File: src/rtl/tri_age_oldest_if.sv
// Allocation, retire and oldest-entry report bundle for tri_age_oldest.
// The master side drives requests; the slave side (the tracker) answers.
interface tri_age_oldest_if #(
    parameter int TAG_WIDTH = 5,
    parameter int IDX_W     = 3
);
    logic                 alloc_req;
    logic                 alloc_rdy;
    logic [IDX_W-1:0]     alloc_idx;
    logic [TAG_WIDTH-1:0] alloc_tag;
    logic                 dealloc_val;
    logic [IDX_W-1:0]     dealloc_idx;
    logic                 flush;
    logic                 oldest_val;
    logic [IDX_W-1:0]     oldest_idx;
    logic [TAG_WIDTH-1:0] oldest_tag;
    logic                 err;

    modport master (
        output alloc_req, dealloc_val, dealloc_idx, flush,
        input  alloc_rdy, alloc_idx, alloc_tag, oldest_val, oldest_idx, oldest_tag, err
    );

    modport slave (
        input  alloc_req, dealloc_val, dealloc_idx, flush,
        output alloc_rdy, alloc_idx, alloc_tag, oldest_val, oldest_idx, oldest_tag, err
    );
endinterface

File: src/rtl/tri_age_oldest.sv
// Age tracker: hands out slots with wrap-around tags and reports the oldest valid entry.
// Define TRI_AGE_OLDEST_ERRCHK_EN to build the sticky protocol-error checker.
module tri_age_oldest #(
    parameter int DEPTH     = 8,
    parameter int TAG_WIDTH = 5,
    parameter int IDX_W     = 3
) (
    input logic             clk,
    input logic             rst,
    tri_age_oldest_if.slave bus
);
    localparam int LEAVES = 1 << IDX_W;
    localparam int NODES  = 2 * LEAVES - 1;
    localparam logic [TAG_WIDTH-1:0] HALF = {1'b1, {(TAG_WIDTH-1){1'b0}}};

    typedef struct packed {
        logic                 v;
        logic [IDX_W-1:0]     idx;
        logic [TAG_WIDTH-1:0] tag;
    } cand_t;

    // The tag MSB is the wrap bit; same wrap bit means plain order, differing means reversed.
    function automatic logic newer(input logic [TAG_WIDTH-1:0] a, input logic [TAG_WIDTH-1:0] b);
        logic lt;
        lt = a[TAG_WIDTH-2:0] < b[TAG_WIDTH-2:0];
        return (a[TAG_WIDTH-1] == b[TAG_WIDTH-1]) ? ~lt : lt;
    endfunction

    // Heap-ordered binary tournament; the left child always covers the lower indices.
    function automatic cand_t pick_oldest(input logic [DEPTH-1:0] v,
                                          input logic [DEPTH-1:0][TAG_WIDTH-1:0] t);
        cand_t                             node [NODES];
        cand_t                             l;
        cand_t                             r;
        logic [LEAVES-1:0]                 vp;
        logic [LEAVES-1:0][TAG_WIDTH-1:0]  tp;
        vp = LEAVES'(v);
        tp = (LEAVES * TAG_WIDTH)'(t);
        for (int i = 0; i < LEAVES; i++) begin
            node[LEAVES-1+i] = '{v: vp[i], idx: IDX_W'(i), tag: tp[i]};
        end
        for (int n = LEAVES - 2; n >= 0; n--) begin
            l = node[2*n+1];
            r = node[2*n+2];
            node[n] = (r.v && (!l.v || newer(l.tag, r.tag))) ? r : l;
        end
        return node[0];
    endfunction

    logic [DEPTH-1:0]                valid_q;
    logic [DEPTH-1:0]                valid_d;
    logic [DEPTH-1:0][TAG_WIDTH-1:0] tag_q;
    logic [DEPTH-1:0][TAG_WIDTH-1:0] tag_d;
    logic [TAG_WIDTH-1:0]            ctr_q;
    logic                            oldest_val_q;
    logic [IDX_W-1:0]                oldest_idx_q;
    logic [TAG_WIDTH-1:0]            oldest_tag_q;
    logic [IDX_W-1:0]                free_idx;
    logic [TAG_WIDTH-1:0]            span;
    logic                            full;
    logic                            alloc_rdy_c;
    logic                            alloc_fire;
    logic                            dealloc_ok;
    cand_t                           win;

    assign full        = &valid_q;
    assign span        = oldest_val_q ? (ctr_q - oldest_tag_q) : '0;
    assign alloc_rdy_c = ~full & (span < HALF) & ~bus.flush;
    assign alloc_fire  = bus.alloc_req & alloc_rdy_c;
    assign dealloc_ok  = bus.dealloc_val && (int'(bus.dealloc_idx) < DEPTH) && valid_q[bus.dealloc_idx];

    // NOTE: every always_comb output gets a default first, so no path can infer a latch.
    always_comb begin
        free_idx = '0;
        for (int i = DEPTH - 1; i >= 0; i--) begin
            if (!valid_q[i]) free_idx = IDX_W'(i);
        end
    end

    // Next-state array; only live entries can be retired, so a retire never hits the granted slot.
    always_comb begin
        valid_d = valid_q;
        tag_d   = tag_q;
        if (dealloc_ok) valid_d[bus.dealloc_idx] = 1'b0;
        if (alloc_fire) begin
            valid_d[free_idx] = 1'b1;
            tag_d[free_idx]   = ctr_q;
        end
        if (bus.flush) valid_d = '0;
    end

    assign win = pick_oldest(valid_d, tag_d);

    // NOTE: sequential state uses non-blocking assignments only; combinational blocks use blocking.
    always_ff @(posedge clk) begin
        if (rst) begin
            valid_q      <= '0;
            ctr_q        <= '0;
            oldest_val_q <= 1'b0;
            oldest_idx_q <= '0;
            oldest_tag_q <= '0;
        end else begin
            valid_q      <= valid_d;
            oldest_val_q <= win.v;
            if (alloc_fire) ctr_q <= ctr_q + TAG_WIDTH'(1);
            if (win.v) begin
                oldest_idx_q <= win.idx;
                oldest_tag_q <= win.tag;
            end
        end
    end

    // NOTE: tag storage is deliberately not reset; a tag is only read behind its valid bit.
    always_ff @(posedge clk) begin
        tag_q <= tag_d;
    end

`ifdef TRI_AGE_OLDEST_ERRCHK_EN
    logic err_q;
    logic bad;
    assign bad = (bus.alloc_req & ~alloc_rdy_c) | (bus.dealloc_val & ~dealloc_ok);

    always_ff @(posedge clk) begin
        if (rst)      err_q <= 1'b0;
        else if (bad) err_q <= 1'b1;
    end
    assign bus.err = err_q;
`else
    assign bus.err = 1'b0;
`endif

    assign bus.alloc_rdy  = alloc_rdy_c;
    assign bus.alloc_idx  = free_idx;
    assign bus.alloc_tag  = ctr_q;
    assign bus.oldest_val = oldest_val_q;
    assign bus.oldest_idx = oldest_idx_q;
    assign bus.oldest_tag = oldest_tag_q;
endmodule

File: src/flat_wrapper.sv
// flat-port wrapper written by rule: the top's interface ports become plain ports
module tri_age_oldest_flat 
#(
    parameter int DEPTH     = 8,
    parameter int TAG_WIDTH = 5,
    parameter int IDX_W     = 3
)
  (clk, rst, bus_alloc_req, bus_dealloc_val, bus_dealloc_idx, bus_flush, bus_alloc_rdy, bus_alloc_idx, bus_alloc_tag, bus_oldest_val, bus_oldest_idx, bus_oldest_tag, bus_err);
  tri_age_oldest_if #(.TAG_WIDTH(TAG_WIDTH), .IDX_W(IDX_W)) bus_i ();
  input logic clk;
  input logic rst;
  input wire logic [$bits(bus_i.alloc_req)-1:0] bus_alloc_req;
  input wire logic [$bits(bus_i.dealloc_val)-1:0] bus_dealloc_val;
  input wire logic [$bits(bus_i.dealloc_idx)-1:0] bus_dealloc_idx;
  input wire logic [$bits(bus_i.flush)-1:0] bus_flush;
  output wire logic [$bits(bus_i.alloc_rdy)-1:0] bus_alloc_rdy;
  output wire logic [$bits(bus_i.alloc_idx)-1:0] bus_alloc_idx;
  output wire logic [$bits(bus_i.alloc_tag)-1:0] bus_alloc_tag;
  output wire logic [$bits(bus_i.oldest_val)-1:0] bus_oldest_val;
  output wire logic [$bits(bus_i.oldest_idx)-1:0] bus_oldest_idx;
  output wire logic [$bits(bus_i.oldest_tag)-1:0] bus_oldest_tag;
  output wire logic [$bits(bus_i.err)-1:0] bus_err;
  assign bus_i.alloc_req = bus_alloc_req;
  assign bus_i.dealloc_val = bus_dealloc_val;
  assign bus_i.dealloc_idx = bus_dealloc_idx;
  assign bus_i.flush = bus_flush;
  assign bus_alloc_rdy = bus_i.alloc_rdy;
  assign bus_alloc_idx = bus_i.alloc_idx;
  assign bus_alloc_tag = bus_i.alloc_tag;
  assign bus_oldest_val = bus_i.oldest_val;
  assign bus_oldest_idx = bus_i.oldest_idx;
  assign bus_oldest_tag = bus_i.oldest_tag;
  assign bus_err = bus_i.err;
  tri_age_oldest #(.DEPTH(DEPTH), .TAG_WIDTH(TAG_WIDTH), .IDX_W(IDX_W)) u_core (.clk(clk), .rst(rst), .bus(bus_i));
endmodule
File: config.mk
export PLATFORM = sky130hd
export DESIGN_NAME = tri_age_oldest_flat
export DESIGN_NICKNAME = d
export VERILOG_FILES = /design/src/rtl/tri_age_oldest_if.sv /design/src/rtl/tri_age_oldest.sv /design/src/flat_wrapper.sv
export SDC_FILE = /design/constraint.sdc
export NUM_CORES = 1
export LEC_CHECK = 0
export CAP_MARGIN = 10
export CORE_ASPECT_RATIO = 0.8
export CORE_MARGIN = 2
export CORE_UTILIZATION = 30
export CTS_CLUSTER_DIAMETER = 80
export DETAILED_ROUTE_END_ITERATION = 7
export PLACE_DENSITY = 0.5
export SYNTH_ARGS = -nofsm -noshare
export SYNTH_HDL_FRONTEND = slang
export SYNTH_SLANG_ARGS = --single-unit
File: constraint.sdc
create_clock -name clk -period 9.15 [get_ports clk]
set_input_delay 1.83 -clock clk [delete_from_list [all_inputs] [get_ports clk]]
set_output_delay 1.83 -clock clk [all_outputs]
set_load 0.1 [all_outputs]
Word-level counts from Yosys, hierarchy flattened
Index checks and enable logic that the tools add are counted.

storage, ports and cells
  bits in registers = 62
  input port bits = 8
  output and inout port bits = 19

operators by class
  add/subtract/negate cells = 2
  $lt $le $gt $ge = 12
  equality and inequality tests = 7
  mux-type cells = 36
  bitwise logic cells = 15
  reductions and logical operators = 25

operator list
  kind                   number
  $mux W9                7
  $bwmux W40             1
  $mux W40               1
  $lt A4 B4 Y1           7
  $mux W3                8
  $mux W8                3
  $demux W5 S3           1
  $logic_and A1 B1 Y1    10
  $mux W1                10
  $mux W5                2
  $not A1 Y1             9
  $and A8 B8 Y8          1
  $lt A3 B4 Y1 const B   2
  $not A8 Y8             1
  $or A8 B8 Y8           1
  $reduce_and A8 Y1      1
  $eq A1 B1 Y1           7
  $logic_not A1 Y1       7
  $logic_or A1 B1 Y1     7
  $demux W1 S3           2
  $ge A3 B1 Y1 const B   2
  $add A5 B1 Y5 const B  1
  $lt A5 B5 Y1 const B   1
  $sub A5 B5 Y5          1
  other kinds (2)        4

Depth between registers and ports, before layout
Gate-level depths: netlist of run 1.

  word-level depth = 32
  gate-level depth with buffers = 38
  gate-level depth less buffers = 36

Least setup slack after synthesis of run 1
Ideal clock, no wire load.

  kind = in2reg
  from = input bus_alloc_req
  to = register u_core.oldest_tag_q[2] (netlist: u_core.bus.oldest_tag[2])
  setup time = 0.103 ns
  arrival time = 8.595 ns
  data required time = 9.047 ns
  path slack = 0.452 ns
  stages on the path = 31
  path through = nor2b_1 nand4_2 nor3_2 mux2_2 ha_1 nor2_1 nand2_1 a21oi_1 a211oi_1 mux2_2 and3_1 or4_1 and2_4 o21ba_2 clkbuf_1 nor2_1 a21oi_1 ha_1 a211o_1 o41ai_1 a21boi_1 xnor2_1 o21ai_1 mux2i_1 ha_1 and3_1 o221a_2 a41o_1 nor4_4 nor3_1 a2111oi_2

RTL lines
  what                  line                   text
  from (decl)           flat_wrapper.sv:12     input wire logic [$bits(bus_i.alloc_req)-1:0] bus_alloc_req;
  to (signal assigned)  tri_age_oldest.sv:108  oldest_tag_q <= win.tag;
  to (decl)             tri_age_oldest.sv:57   logic [TAG_WIDTH-1:0] oldest_tag_q;

==> results of run 1 <==
==> worst min-delay path: cells and delay by family (launching register included) <==
family	cells	cell delay, ns
buffers and inverters	1	0.06
muxes	1	0.10
DFF	1	0.30
==> power by group through the flow <==
stage	Sequential, mW	Clock, mW	Combinational, mW
detailed placement	0.285	0	0.118
finish	0.280	0.377	0.119
global placement	0.286	0	0.117
global route	0.280	0.395	0.128
CTS	0.280	0.384	0.118
floorplan	0.303	0	0.0656
==> metal layers <==
metal | up-vias | track usage
met1 | 2551 | 0.287
met4 | 0 | 0.0492
li1 | 2623 | -
met5 | - | 0
met3 | 25 | 0.0417
met2 | 149 | 0.287
==> worst min-delay path by stage <==
stage | startpoint | endpoint | slack (ns) | depth (start not counted)
after global routing | u_core.tag_q[13] | u_core.tag_q[13] | 0.51 | 1
after floorplan | u_core.tag_q[6] | u_core.tag_q[6] | 0.44 | 2
after detailed placement | u_core.tag_q[22] | u_core.tag_q[22] | 0.49 | 1
final | u_core.tag_q[8] | u_core.tag_q[8] | 0.50 | 2
after CTS | u_core.tag_q[22] | u_core.tag_q[22] | 0.50 | 1
after global placement | u_core.tag_q[13] | u_core.tag_q[13] | 0.48 | 1
==> kinds of logic after synthesis <==
| family | synth area share |
|---|---|
| flops | 0.234 |
| mux | 0.100 |
| xor+xnor | 0.0452 |
| other cells | 0.000706 |
| simple gates | 0.241 |
| compound gates | 0.276 |
| buf+inv | 0.0570 |
| fa+ha+maj | 0.0471 |
==> timing repair <==
item,4_1_cts,5_1_grt
buffers inserted,0,1
endpoints found under the setup margin,0,8
resized for setup,0,6
==> cells in the mapped netlist (5+ instances only) <==
master     n  area [sq um]
a31oi_1    5          31.3
a21oi_1   55           275
o21ai_0   35           175
o31ai_1    5          37.5
nor2_1    67           251
nand4_1   10          62.6
nand2b_1  10          62.6
nor2b_1   10          62.6
nor3_1    22           110
xnor2_1   11          96.3
dfxtp_1   62          1240
ha_1      20           250
a21o_1    12          90.1
o211ai_1   8          60.1
xor2_1    12           105
nand2_1   42           158
and2_1     8          50.1
buf_2      8          40.0
nor3b_1    5          37.5
mux2i_1   28           280
o21a_1     7          52.6
a22oi_1    5          37.5
mux2_2    17           191
inv_1     43           161
a211oi_1   9          67.6
nand3_1   20           100
clkbuf_1  18          67.6
==> area by class of cell <==
cell class,count,area (sq um),share of cell area
sequential,62,1240,0.194
clock buffer,10,239,0.0373
timing repair buffer,69,593,0.0926
multi-input combinational,540,3800,0.593
inverter,45,169,0.0264
clock inverter,6,85.1,0.0133
tap,225,282,0.0440
==> state kept, by name, indices dropped and copies added (netlist names) <==
signal,flops
u_core.bus.alloc_tag,5
u_core.tag_q,40
u_core.valid_q,8
u_core.bus.oldest_val,1
u_core.bus.oldest_idx,3
u_core.bus.oldest_tag,5
==> stage by stage <==
step / std cells / hold WS [ns] / cell area (sq um) / util
detailed placement: 940 / 0.485 / 6040 / 0.349
CTS: 956 / 0.497 / 6370 / 0.368
global placement: 940 / 0.482 / 6040 / 0.349
finish: 957 / 0.497 / 6400 / 0.370
floorplan: 677 / 0.435 / 5310 / -
global route: 957 / 0.512 / 6400 / 0.370
==> results.yml, run 1 <==
die:
  fp.dieH_microns: 123
  num_rows: 43
  start_util: 0.307
  die-area_sq_um: 18800
  ios: 27
  die_w_microns: 153
  core_area_sq_um: 17300
global_route:
  globalRouteOverflowTotal: 0
  grt_antenna_before_repair: 0
  grt_max_degree: 21
  grt_first_pass_wirelength_microns: 28200
  grt_usage: 0.195
  grt_pass1_vias: 5028
sta:
  finClkSkew_ns: 0.00893
  clock.fmax_ghz: 0.115
  period_share: 0.951
  slew_headroom: 0.299
  setup_viol: 0
  period_needed_ns: 8.70
  setup_slack_ns: 0.448
  drv_slew: 0
  rsz0062_at_grt: "false"
  hold_viol_final: 0
  tightest_slew_ns: 1.05
  finalSetupTns_ns: 0
clock_network:
  path_clk_slew_ns: 0.06
  cts-root-buf: "clkbuf_16"
  numCtsBuffers: 9
  hold_buffers: 0
  clk_latency_ns: 0.35
  numClockSinks: 62
  tritoncts: "done"
  clock_path_buffers: 2
  htree_levels: 3
power:
  p_int_mw: 0.558
  p_switching_mw: 0.217
  power.density_nw_per_um2: 121
  peakVddDrop_mv: 0.0871
  power_frac_clock: 0.486
  p_total_mw: 0.776
  leakagePower_nw: 2.65
  sw_frac_of_total: 0.280
  p_comb_frac: 0.153
  share_seq_of_total_power: 0.361
route:
  dr_wl_met3_microns: 1040
  dr_wl_met2_microns: 7470
  wl_per_cell_microns: 18.9
  firstDrtPassIters: 5
  wl_met1_microns: 9340
  via_per_inst: 5.59
  route.vias.total: 5348
  drt-initial-drc-count: 399
  drc_errors: 0
  antenna_left: 0
  wirelength_microns: 18100
  top_layer_used: "met4"
critical_path:
  cp.depth: 33
  cp-start-kind: "primary input"
  crit_required_ns: 9.39
  crit_path_end_kind: "flip-flop"
  slowest_delay_ns: 0.50
  cp_data_arrival_time_ns: 8.94
  crit_family: "compound AO/OA/AOI/OAI gates"
  crit_end: "u_core.bus.oldest_tag[2]"
  r2r_slack_ns: 1.14
  slowest_stage: "or4_1"
  critPathMaxFanout: 8
  critPathKind: "primary input to flip-flop"
  cp-startpoint: "bus_alloc_req"
  cp.buffers_inverters: 1
  worstRegToRegCells: 27
  rr_endpoint: "u_core.bus.oldest_tag[2]"
  r2r_start: "u_core.valid_q[1]"
placed_design:
  gp_congestion: 0.894
  dp_slack_ns: -0.159
  dp_hpwl_microns: 14000
  numPortBuffers: 25
worst_hold_path:
  hold_path.class: "flip-flop to flip-flop"
status:
  status: "finished clean"
final_layout:
  fillers: 1804
  final_common_cell: "nor2_1"
  nNetsFinal: 755
  final_cell_mix: "nor2_1, dfxtp_1, a21oi_1"
  drive_gt1_frac: 0.154
  n_antenna_cell: 0
  syn2layout_area_growth_pct: 20.6
synthesis:
  async_reset_ff_frac: 0
  synth_edf_count: 0
  synth_cell_type_count: 94
  synth_cells: 677
  yosysSeqAreaShare: 0.234
  synth_nets: 705
  yosys_register_bits: 62
  yosys_warnings: 0
  syn_area_per_cell_sq_um: 7.85
  syn_area_sq_um: 5310
  ys.flop_type: "dfxtp_1"
run:
  maxCapViolations: 0
Power figures use the tool's default switching activity.
==> run 2: changes to the inputs <==
--- a/config.mk
+++ b/config.mk
@@ -5,12 +5,14 @@
 export SDC_FILE = /design/constraint.sdc
 export NUM_CORES = 1
 export LEC_CHECK = 0
+export ABC_CLOCK_PERIOD_IN_PS = 9150
 export CAP_MARGIN = 10
 export CORE_ASPECT_RATIO = 0.8
 export CORE_MARGIN = 2
 export CORE_UTILIZATION = 30
 export CTS_CLUSTER_DIAMETER = 80
 export DETAILED_ROUTE_END_ITERATION = 7
+export GPL_TIMING_DRIVEN = 0
 export PLACE_DENSITY = 0.5
 export SYNTH_ARGS = -nofsm -noshare
 export SYNTH_HDL_FRONTEND = slang
==> results.yml, run 2 (synthesis results as in run 1) <==
critical_path:
  cpMostUsedCell: "ha_1"
  worstRegToRegCells: 28
  cp-start-kind: "primary input"
  critPathKind: "primary input to flip-flop"
  slowest_delay_ns: 0.45
  crit_end: "u_core.bus.oldest_tag[2]"
  r2r_slack_ns: 0.72
  critPathMaxFanout: 10
  crit_required_ns: 9.40
  slowest_stage: "mux2_2"
  cp_data_arrival_time_ns: 8.93
  r2r_start: "u_core.valid_q[0]"
  rr_endpoint: "u_core.bus.oldest_tag[2]"
  cp-startpoint: "bus_flush"
  crit_path_end_kind: "flip-flop"
sta:
  hold_ws_ns: 0.482
  finalSetupTns_ns: 0
  drv_slew: 0
  rsz0062_at_grt: "false"
  finClkSkew_ns: 0.00641
  clock.fmax_ghz: 0.115
  period_needed_ns: 8.68
  slew_headroom: 0.179
  setup_slack_ns: 0.470
  setup_viol: 0
  tightest_slew_ns: 1.23
  period_share: 0.949
  hold_viol_final: 0
clock_network:
  clock_path_buffers: 2
  hold_buffers: 0
  clk_latency_ns: 0.35
  cts-root-buf: "clkbuf_16"
  numCtsBuffers: 9
  numClockSinks: 62
  path_clk_slew_ns: 0.05
  tritoncts: "done"
  htree_levels: 3
die:
  fp.dieH_microns: 123
  num_rows: 43
  die-area_sq_um: 18800
  core_area_sq_um: 17300
  start_util: 0.307
  ios: 27
  die_w_microns: 153
final_layout:
  nNetsFinal: 760
  top_register: "u_core.tag_q"
  syn2layout_area_growth_pct: 23.7
  fin_util: 0.379
  seq_area_sq_um: 1240
  largestRegisters: "u_core.tag_q (40), u_core.valid_q (8)"
  fillers: 1841
  final_cell_mix: "dfxtp_1, nor2_1, a21oi_1"
  largest_register_ffs: 40
  n_antenna_cell: 0
  multiInputGateArea_sq_um: 4090
  drive_gt1_frac: 0.181
  final_common_cell: "dfxtp_1"
route:
  wl_per_cell_microns: 19.7
  drc_errors: 0
  route.vias.total: 5526
  wirelength_microns: 18900
  firstDrtPassIters: 6
  drt-initial-drc-count: 423
  antenna_left: 0
  via_per_inst: 5.76
power:
  power.density_nw_per_um2: 109
  peakVddDrop_mv: 0.0802
  leakagePower_nw: 2.65
placed_design:
  dp_hpwl_microns: 14100
  numPortBuffers: 23
  dp_slack_ns: -1.75
  gp_congestion: 0.869
global_route:
  grt_usage: 0.201
  grt_first_pass_wirelength_microns: 29200
  grt_antenna_before_repair: 0
  globalRouteOverflowTotal: 0
  grt_pass1_vias: 5333
  grt_max_degree: 11
status:
  status: "finished clean"
worst_hold_path:
  hold_path.class: "flip-flop to flip-flop"
run:
  maxCapViolations: 0
==> run 2: changes by cell type in the layout (fill, tap and decap cells not counted), moves of 4 or more <==
cell             before  now
nor2_4                0    4
a21oi_1              54   47
o21ai_0              35   31
clkbuf_1              0   19
buf_2                 0    8
clkdlybuf4s50_1      25   21
a21oi_2               1    7
buf_4                43   23
nor2_1               67   59
nor2_2                0    4
==> run 2: layer usage <==
layer	wire length (microns)	track usage
met1	9170	0.285
met2	7900	0.304
met3	1500	0.0519
met4	313	0.0538
met5	0	0
==> run 2: metrics by stage <==
step | cell area, sq um | std cells | power [mW]
floorplan | 5310 | 677 | 0.369
global placement | 5820 | 925 | 0.399
detailed placement | 5820 | 925 | 0.400
CTS | 6220 | 942 | 0.716
global route | 6570 | 960 | 0.745
finish | 6570 | 960 | 0.718
==> run 2: final cells by class <==
| type | count | area share |
|---|---|---|
| Sequential cell | 62 | 0.189 |
| Clock inverter | 2 | 0.00152 |
| Buffer | 29 | 0.0198 |
| Multi-Input combinational cell | 540 | 0.623 |
| Timing Repair Buffer | 45 | 0.0609 |
| Tap cell | 225 | 0.0428 |
| Inverter | 45 | 0.0257 |
| Clock buffer | 12 | 0.0375 |
==> run 2: worst min path at each step <==
stage / from / endpoint / slack (ns) / cells past startpoint
after detailed placement: u_core.tag_q[6] / u_core.tag_q[6] / 0.47 / 2
after global routing: u_core.tag_q[6] / u_core.tag_q[6] / 0.51 / 2
after floorplan: u_core.tag_q[6] / u_core.tag_q[6] / 0.44 / 2
final: u_core.tag_q[6] / u_core.tag_q[6] / 0.48 / 2
after CTS: u_core.tag_q[6] / u_core.tag_q[6] / 0.48 / 2
after global placement: u_core.tag_q[26] / u_core.tag_q[26] / 0.46 / 2
==> run 2: what timing repair did <==
action / CTS / global route
gates resized for setup: 21 / 51
pin swaps: 3 / 23
gates cloned: 0 / 0
setup buffers: 4 / 18
endpoints found under the setup margin: 8 / 8
==> run 2: critical path, delay by kind of cell <==
family / cells / cell delay (ns)
fa+ha+maj: 3 / 0.95
buf+inv: 4 / 0.59
compound gates: 10 / 2.68
mux: 3 / 1.16
simple gates: 8 / 1.45
xor+xnor: 1 / 0.21
==> run 2: power by group <==
part | switching (mW) | total [mW] | internal, mW
Combinational | 0.0849 | 0.123 | 0.0383
Clock | 0.128 | 0.315 | 0.187
Sequential | 0.00494 | 0.280 | 0.275
Total | 0.218 | 0.718 | 0.500
==> run 3: changes to the inputs <==
--- a/config.mk
+++ b/config.mk
@@ -11,6 +11,7 @@
 export CORE_MARGIN = 2
 export CORE_UTILIZATION = 30
 export CTS_CLUSTER_DIAMETER = 80
+export CTS_CLUSTER_SIZE = 8
 export DETAILED_ROUTE_END_ITERATION = 7
 export GPL_TIMING_DRIVEN = 0
 export PLACE_DENSITY = 0.5
==> results of run 3 <==
No change in the layout: final DEF, timing and power equal those of run 2.
